<file path="src/rtl/segment_scan_driver.sv">
// segment_scan_driver: time-multiplexed 7-segment (+ tens-indicator pair) scan driver.
//   Scans NUM_DIGITS digits, DIV clock cycles per digit slot, with registered segment and
//   anode outputs (one cycle behind the scan state), a blanked first cycle in every slot to
//   hide ghosting, optional leading-zero blanking and a double-buffered digit load.
// Optional feature: define SEG_BLINK_EN to add the blink input and the blink phase logic.
// Ports:
//   clk, rst_n      clock (rising edge) and synchronous active-low reset
//   digits_i        packed digit codes, nibble k = digit k (digit 0 least significant)
//   load_valid      digits_i offered; load_ready high when the pending buffer is free
//   blank_lz        leading-zero blanking enable, sampled every cycle
//   blink           (SEG_BLINK_EN only) blink enable
//   segments        bit0=a .. bit5=f, bit6=g, bits8:7 tens-indicator pair, active high
//   an_n            active-low digit enables, one-hot-low or all ones
//   frame_done      one-cycle pulse in the last cycle of the last digit slot
module segment_scan_driver #(
  parameter int NUM_DIGITS   = 4,
  parameter int DIV          = 1000,
  parameter int BLINK_FRAMES = 64
) (
  input  logic                    clk,
  input  logic                    rst_n,
  input  logic [4*NUM_DIGITS-1:0] digits_i,
  input  logic                    load_valid,
  output logic                    load_ready,
  input  logic                    blank_lz,
`ifdef SEG_BLINK_EN
  input  logic                    blink,
`endif
  output logic [8:0]              segments,
  output logic [NUM_DIGITS-1:0]   an_n,
  output logic                    frame_done
);

  localparam int CW = (DIV > 1) ? $clog2(DIV) : 1;
  localparam int IW = (NUM_DIGITS > 1) ? $clog2(NUM_DIGITS) : 1;
  localparam logic [CW-1:0] CNT_MAX = CW'(DIV - 1);
  localparam logic [IW-1:0] IDX_MAX = IW'(NUM_DIGITS - 1);

  logic [CW-1:0]             cnt;
  logic [IW-1:0]             idx;
  logic [4*NUM_DIGITS-1:0]   active;
  logic [4*NUM_DIGITS-1:0]   pending;
  logic                      pending_full;
  logic                      slot_last;
  logic                      idx_last;

  logic [3:0]                cur_code;
  logic                      cur_lz;
  logic                      zero_run;
  logic                      blink_off;
  logic                      blank_slot;

  function automatic logic [8:0] decode(input logic [3:0] code);
    logic [8:0] pat;
    case (code)
      4'd0:    pat = 9'b000111111;
      4'd1:    pat = 9'b000000110;
      4'd2:    pat = 9'b001011011;
      4'd3:    pat = 9'b001001111;
      4'd4:    pat = 9'b001100110;
      4'd5:    pat = 9'b001101101;
      4'd6:    pat = 9'b001111101;
      4'd7:    pat = 9'b000000111;
      4'd8:    pat = 9'b001111111;
      4'd9:    pat = 9'b001100111;
      4'd10:   pat = 9'b110111111;  // "10": indicator pair plus a zero
      4'd11:   pat = 9'b110000110;  // "11": indicator pair plus a one
      default: pat = 9'b000000000;
    endcase
    return pat;
  endfunction

  assign slot_last  = (cnt == CNT_MAX);
  assign idx_last   = (idx == IDX_MAX);
  assign frame_done = slot_last && idx_last;
  assign load_ready = ~pending_full;

  // Slot counter and digit index.
  always_ff @(posedge clk) begin
    if (!rst_n) begin
      cnt <= '0;
      idx <= '0;
    end else if (slot_last) begin
      cnt <= '0;
      idx <= idx_last ? '0 : idx + IW'(1);
    end else begin
      cnt <= cnt + CW'(1);
    end
  end

  // Double buffer: a new set waits in pending and only reaches the display at a
  // frame boundary, so a frame never mixes old and new digits. Ready is simply
  // "pending is empty", so a capture and a commit can never coincide.
  always_ff @(posedge clk) begin
    if (!rst_n) begin
      active       <= '0;
      pending      <= '0;
      pending_full <= 1'b0;
    end else begin
      if (frame_done && pending_full) begin
        active       <= pending;
        pending_full <= 1'b0;
      end
      if (load_valid && load_ready) begin
        pending      <= digits_i;
        pending_full <= 1'b1;
      end
    end
  end

  // Select the current digit; zero_run accumulates "this and every higher digit is
  // zero" while walking from the most significant digit downwards.
  always_comb begin
    cur_code = '0;
    cur_lz   = 1'b0;
    zero_run = 1'b1;
    for (int k = NUM_DIGITS - 1; k >= 0; k--) begin
      zero_run = zero_run & (active[4*k +: 4] == 4'd0);
      if (idx == IW'(k)) begin
        cur_code = active[4*k +: 4];
        cur_lz   = (k != 0) && zero_run;
      end
    end
  end

`ifdef SEG_BLINK_EN
  localparam int FW = (BLINK_FRAMES > 1) ? $clog2(BLINK_FRAMES) : 1;
  localparam logic [FW-1:0] FRM_MAX = FW'(BLINK_FRAMES - 1);

  logic [FW-1:0] frm_cnt;
  logic          phase;

  always_ff @(posedge clk) begin
    if (!rst_n) begin
      frm_cnt <= '0;
      phase   <= 1'b0;
    end else if (!blink) begin
      frm_cnt <= '0;
      phase   <= 1'b0;
    end else if (frame_done) begin
      if (frm_cnt == FRM_MAX) begin
        frm_cnt <= '0;
        phase   <= ~phase;
      end else begin
        frm_cnt <= frm_cnt + FW'(1);
      end
    end
  end

  assign blink_off = blink && phase;
`else
  assign blink_off = 1'b0;
`endif

  // Slot count 0 is always dark so the anode switch never shows the previous digit.
  assign blank_slot = (cnt == '0) || (blank_lz && cur_lz) || blink_off;

  always_ff @(posedge clk) begin
    if (!rst_n) begin
      segments <= '0;
      an_n     <= '1;
    end else if (blank_slot) begin
      segments <= '0;
      an_n     <= '1;
    end else begin
      segments <= decode(cur_code);
      an_n     <= ~(NUM_DIGITS'(1) << idx);
    end
  end

endmodule

</file>
<file path="config.mk">
export PLATFORM = sky130hd
export DESIGN_NAME = segment_scan_driver
export DESIGN_NICKNAME = d
export VERILOG_FILES = /design/src/rtl/segment_scan_driver.sv
export SDC_FILE = /design/constraint.sdc
export NUM_CORES = 1
export LEC_CHECK = 0
export CAP_MARGIN = 30
export CORE_ASPECT_RATIO = 1.75
export CORE_MARGIN = 5
export CORE_UTILIZATION = 58
export CTS_CLUSTER_SIZE = 10
export DETAILED_ROUTE_END_ITERATION = 6
export PLACE_DENSITY_LB_ADDON = 0.12
export SYNTH_ARGS = -nofsm -noshare
export SYNTH_HDL_FRONTEND = slang
export SYNTH_SLANG_ARGS = --single-unit
export TNS_END_PERCENT = 1
</file>
<file path="constraint.sdc">
create_clock -name clk -period 5.4 [get_ports clk]
set_clock_uncertainty 0.05 [all_clocks]
set_input_delay 0.81 -clock clk [delete_from_list [all_inputs] [get_ports clk]]
set_output_delay 0.81 -clock clk [all_outputs]
set_load 0.05 [all_outputs]
</file>
# Word-level counts from Yosys, hierarchy flattened
# Memories as Yosys holds them, arrays and structs flattened. A register that Yosys moved wholly into a read port is not among the register bits.
# Index checks and enable logic that the tools add are counted.
[totals]
elab_cells = 43
inputBits = 20
out_inout_bits = 15
romBits = 144
n_memories = 1
regBits = 49
[classes]
shift = 1
bitwise = 5
n_eq_ne = 4
reduce_logical = 13
addsub = 2
n_mux = 11
[mem_list]
columns = ["name", "depth", "width", "read_ports", "rd_ports_with_merged_regs", "wr", "line_no", "text"]
rows = [
  ["(name not given)", 16, 9, 1, 1, 0, "55", "case (code)"],
]
[ops]
columns = ["operator", "count"]
rows = [
  ["4-bit two-way mux", 4],
  ["4-bit zero test", 3],
  ["10-bit by 1-bit adder with 10-bit output (second input constant)", 1],
  ["10-bit equality test (second input constant)", 1],
  ["10-bit zero test", 1],
  ["1-bit two-way mux", 6],
  ["2-bit equality test (second input constant)", 2],
  ["1-bit logical AND", 4],
  ["4-bit NOT", 1],
  ["2-bit OR reduction", 2],
  ["1-bit by 2-bit << shifter with 4-bit output (first input constant)", 1],
  ["2-bit by 1-bit adder with 2-bit output (second input constant)", 1],
  ["1-bit bitwise AND", 2],
  ["2-bit by 1-bit equality test with 1-bit output (second input constant)", 1],
  ["2-bit zero test", 1],
  ["2-bit two-way mux", 1],
  ["1-bit NOT", 2],
  ["2-bit nonzero test", 1],
  ["1-bit logical OR", 1],
]

# Depth between registers and ports, before layout
[depth]
depth_word = 8
depth_mapped = 11
ltp_nobuf = 10

# Worst setup path after synthesis
# OpenSTA, ideal clock, no wires.
[synth_timing]
path_type = "register -> output"
from = "register cnt[0]"
to = "output port frame_done"
path_buffers = 1
slack_ns = 2.728
stages_incl_launch_ff = 6
t_arrival_ns = 1.812
required_ns = 4.540
cell_sequence = "dfxtp_1 ha_1 nand3_1 or4_1 buf_2 nor2_1"
[synth_between]
elab_chain_len = 2
[synth_rtl]
columns = ["item", "line_no", "text"]
rows = [
  ["start, declared", "39", "logic [CW-1:0] cnt;"],
  ["start signal, assigned", "87", "cnt <= cnt + CW'(1);"],
  ["10-bit equality test", "73", "assign slot_last = (cnt == CNT_MAX);"],
  ["1-bit logical AND", "75", "assign frame_done = slot_last && idx_last;"],
  ["end, declared", "31", "output logic frame_done"],
]
# Every way passes these cells.

# Worst setup path in the final report
# Same ends and word-level chain as after synthesis.

==> summary.md <==
| Metric | Value |
|---|---|
| Arrival time worst endpoint | `2.50 ns` |
| CTS tree | `done` |
| Share of the clock period used by the worst path after layout | `62.2%` |
| Gate Count Post-Synth | `275` |
| Routed vias | `1932` |
| Share of the core filled with cells | `71.4%` |
| Hold Vio Cnt, Final | `0` |
| Clk sink count | `57` |
| Clock-pin transition on the worst setup and hold timing paths | `0.06 ns` |
| Slew Viols, Final | `0` |
| Source of the critical timing path | `cnt[0]` |
| Fraction of met2 tracks used by global routing | `30.4%` |
| Overflow after GRT | `0` |
| Nature of the critical path startpoint | `flip-flop` |
| Half-perimeter wire length after placement | `3690 µm` |
| Routed wire length per instance | `13.7 µm` |
| Number of antenna violations at the first check in global routing | `0` |
| Internal reg-to-reg setup slack | `2.69 ns` |
| Number of enable-type register cells in the synthesized netlist | `0` |
| Met1 global-route usage | `21.4%` |
| CTS-repair resized insts | `0` |
| Time the final worst path needs with I/O delays and setup | `3.36 ns` |
| Final setup vio count | `0` |
| Power density over the cells | `289 nW/µm²` |
| Final-stage net count | `339` |
| Overall routed net length | `4970 µm` |
| Static leakage | `1.33 nW` |
| Worst min-delay path class | `flip-flop to flip-flop` |
| Routed via count divided by cell count | `5.32` |
| Syn_area_per_cell | `9.27 µm²` |
| Drt first-iter violations | `45` |
| Reg-to-reg startpoint | `idx[0]` |
| Startpoint-to-endpoint class of the critical path | `flip-flop to primary output` |
| Slew margin rel. | `39.8%` |
| Largest net degree at the start of global routing | `40` |
| CTS H-Tree Depth | `3` |
| Wire length of the first global-routing pass | `8350 µm` |
| Post-CTS Setup Bufs | `0` |
| Number of cell rows | `32` |
| Seq/Total Area, Yosys | `44.7%` |
| Number of ports placed on the die boundary | `35` |
| Maxcap violations | `0` |
| Worst reg2reg endpoint | `segments[6]` |
| Die area | `5870 µm²` |
| CP endpoint | `frame_done` |
| CP Data Required Time | `4.54 ns` |
| Layout filler cell count | `338` |
| Number of nets with antenna violations after detailed routing | `0` |
| Number of synthesized register bits | `57` |
| Later-pin clock latency in the skew report | `0.33 ns` |
| Core outline area | `4320 µm²` |
| Type of destination of the critical path | `primary output` |
| Worst-case reg-to-reg path depth | `10` |
| Share of post-route cells with drive strength above 1 | `6.09%` |
| Most common library cells after synthesis | `57 x dfxtp_1, 42 x nand2_1, 20 x nor2b_1` |
| GRT busiest layer | `met2` |
| Final standard cell area without fillers | `3090 µm²` |
| Number of remaining DRC errors | `0` |
| Actual slew at the worst max-slew pin | `0.902 ns` |
| Number of warnings reported in the yosys synthesis log | `0` |
| Number of antenna cells inserted | `0` |
| TritonCTS Buffers | `9` |
| Net count after synthesis | `307` |
| Top_reg_cell synth | `dfxtp_1` |
| Peak ir drop on the vdd network | `0.274 mV` |
| Fin Setup TNS | `0 ns` |
| Leading post-synthesis cells by cell area | `dfxtp_1 45%, mux2i_1 7.5%, nand2_1 6.2%, ha_1 5.9%, nor2b_1 4.9%` |
| Hold buffer count at CTS | `0` |
| FFs w/ async S/R, synth | `0%` |
| Global-route usage over all layers | `18.9%` |
| Maximum number of buffers from clock root to sink | `2` |
| Peak fanout along the critical path | `7` |
| Fmax | `298 MHz` |
| Mapped cell area | `2550 µm²` |
| Layout area overhead | `21.1%` |
| Setup repair after global routing missed its margin | `false` |
| Fraction of synthesized cell area taken by the top area cell type | `44.7%` |
| Placed instance area | `2900 µm²` |
| Biggest area consumer among synthesized cells | `dfxtp_1` |
| Buffers added on ports | `34` |
| Most frequently used cell type in the post-synthesis netlist | `dfxtp_1` |
| Initial standard-cell utilization of the core | `59.0%` |
| Buffer cell driving the clock tree root | `clkbuf_8` |
| Weighted congestion reported at the end of routability-driven placement | `0.839` |
| Number of global-route vias before repair | `1843` |
| Die width | `60.1 µm` |
| Die Span Y | `97.7 µm` |
| Grt met3 use | `4.39%` |
| Total iterations of the first detailed-routing run | `4` |
| Distinct cells, synth | `40` |
| Status | `complete, no violations` |
## metal layers
metal  wire length, µm  share of wire [%]
met1              2070                 42
met4               178                3.6
met2              2530                 51
met3               192                3.9
met5                 0                  0
## area by class of cell
cell class / count / area, µm² / area share, %
multi-input cells: 190 / 1280 / 41.6
flip-flops and latches: 57 / 1140 / 36.9
repair buffers: 37 / 363 / 11.7
clock buffers: 14 / 183 / 5.91
well taps: 51 / 63.8 / 2.07
inverters: 12 / 45.0 / 1.46
clock inverters: 2 / 10.0 / 0.324
## worst max-delay path, stage by stage (launching register included)
cell	delay, ns
dfxtp_1	0.38
ha_1	0.22
nand3_1	0.08
or4_1	0.54
nor2_1	0.14
clkdlybuf4s50_1	0.81
## metrics by stage
step	total power, W	worst slack, ns	hold WS, ns	cells
2_1_floorplan	0.000499	2.73	0.388	275
3_5_place_dp	0.000535	2.38	0.407	347
6_report	0.000894	2.04	0.411	363
3_3_place_gp	0.000532	2.42	0.399	346
4_1_cts	0.000907	2.01	0.415	363
5_1_grt	0.000930	1.91	0.443	363
## cell families (layout without fill, tap and decap cells)
logic type / after synthesis / after routing / synth area share [%]
compound gates: 42 / 42 / 12.4
simple gates: 107 / 107 / 21.1
xor+xnor: 9 / 9 / 3.09
mux: 20 / 20 / 7.90
buf+inv: 28 / 65 / 4.91
flops: 57 / 57 / 44.7
fa+ha+maj: 12 / 12 / 5.89
## worst min path at each step
stage	start	to	depth (start not counted)
2_1_floorplan	cnt[0]	cnt[0]	1
3_3_place_gp	pending[9]	pending[9]	2
3_5_place_dp	pending[7]	pending[7]	2
4_1_cts	pending[7]	pending[7]	2
5_1_grt	pending[5]	pending[5]	2
6_report	pending[13]	pending[13]	2
## sequential cells by signal (all words and copies together), names as in the netlist
name,count
pending,16
an_n,4
active,16
segments,8
pending_full,1
idx,2
cnt,10
## power breakdown
group	total, W	switching, W	internal (W)
registers	0.000443	0.00000717	0.000435
clock network	0.000369	0.000154	0.000215
logic	0.0000815	0.0000459	0.0000356
total	0.000894	0.000207	0.000686
## cells in the final DEF (no fill, tap or decap), drive strengths merged, types with 3 or more instances in the layout
cell / count
nor3b: 3
ha: 12
nand3b: 5
a21oi: 6
buf: 3
nor2: 13
a21boi: 16
nor2b: 20
and3: 5
xnor2: 5
and2: 3
clkbuf: 14
dfxtp: 57
mux2i: 19
xor2: 4
inv: 12
nand2: 42
a211oi: 5
clkdlybuf4s50: 34
nand3: 5
Note: power is estimated with default switching activity, not from simulation.
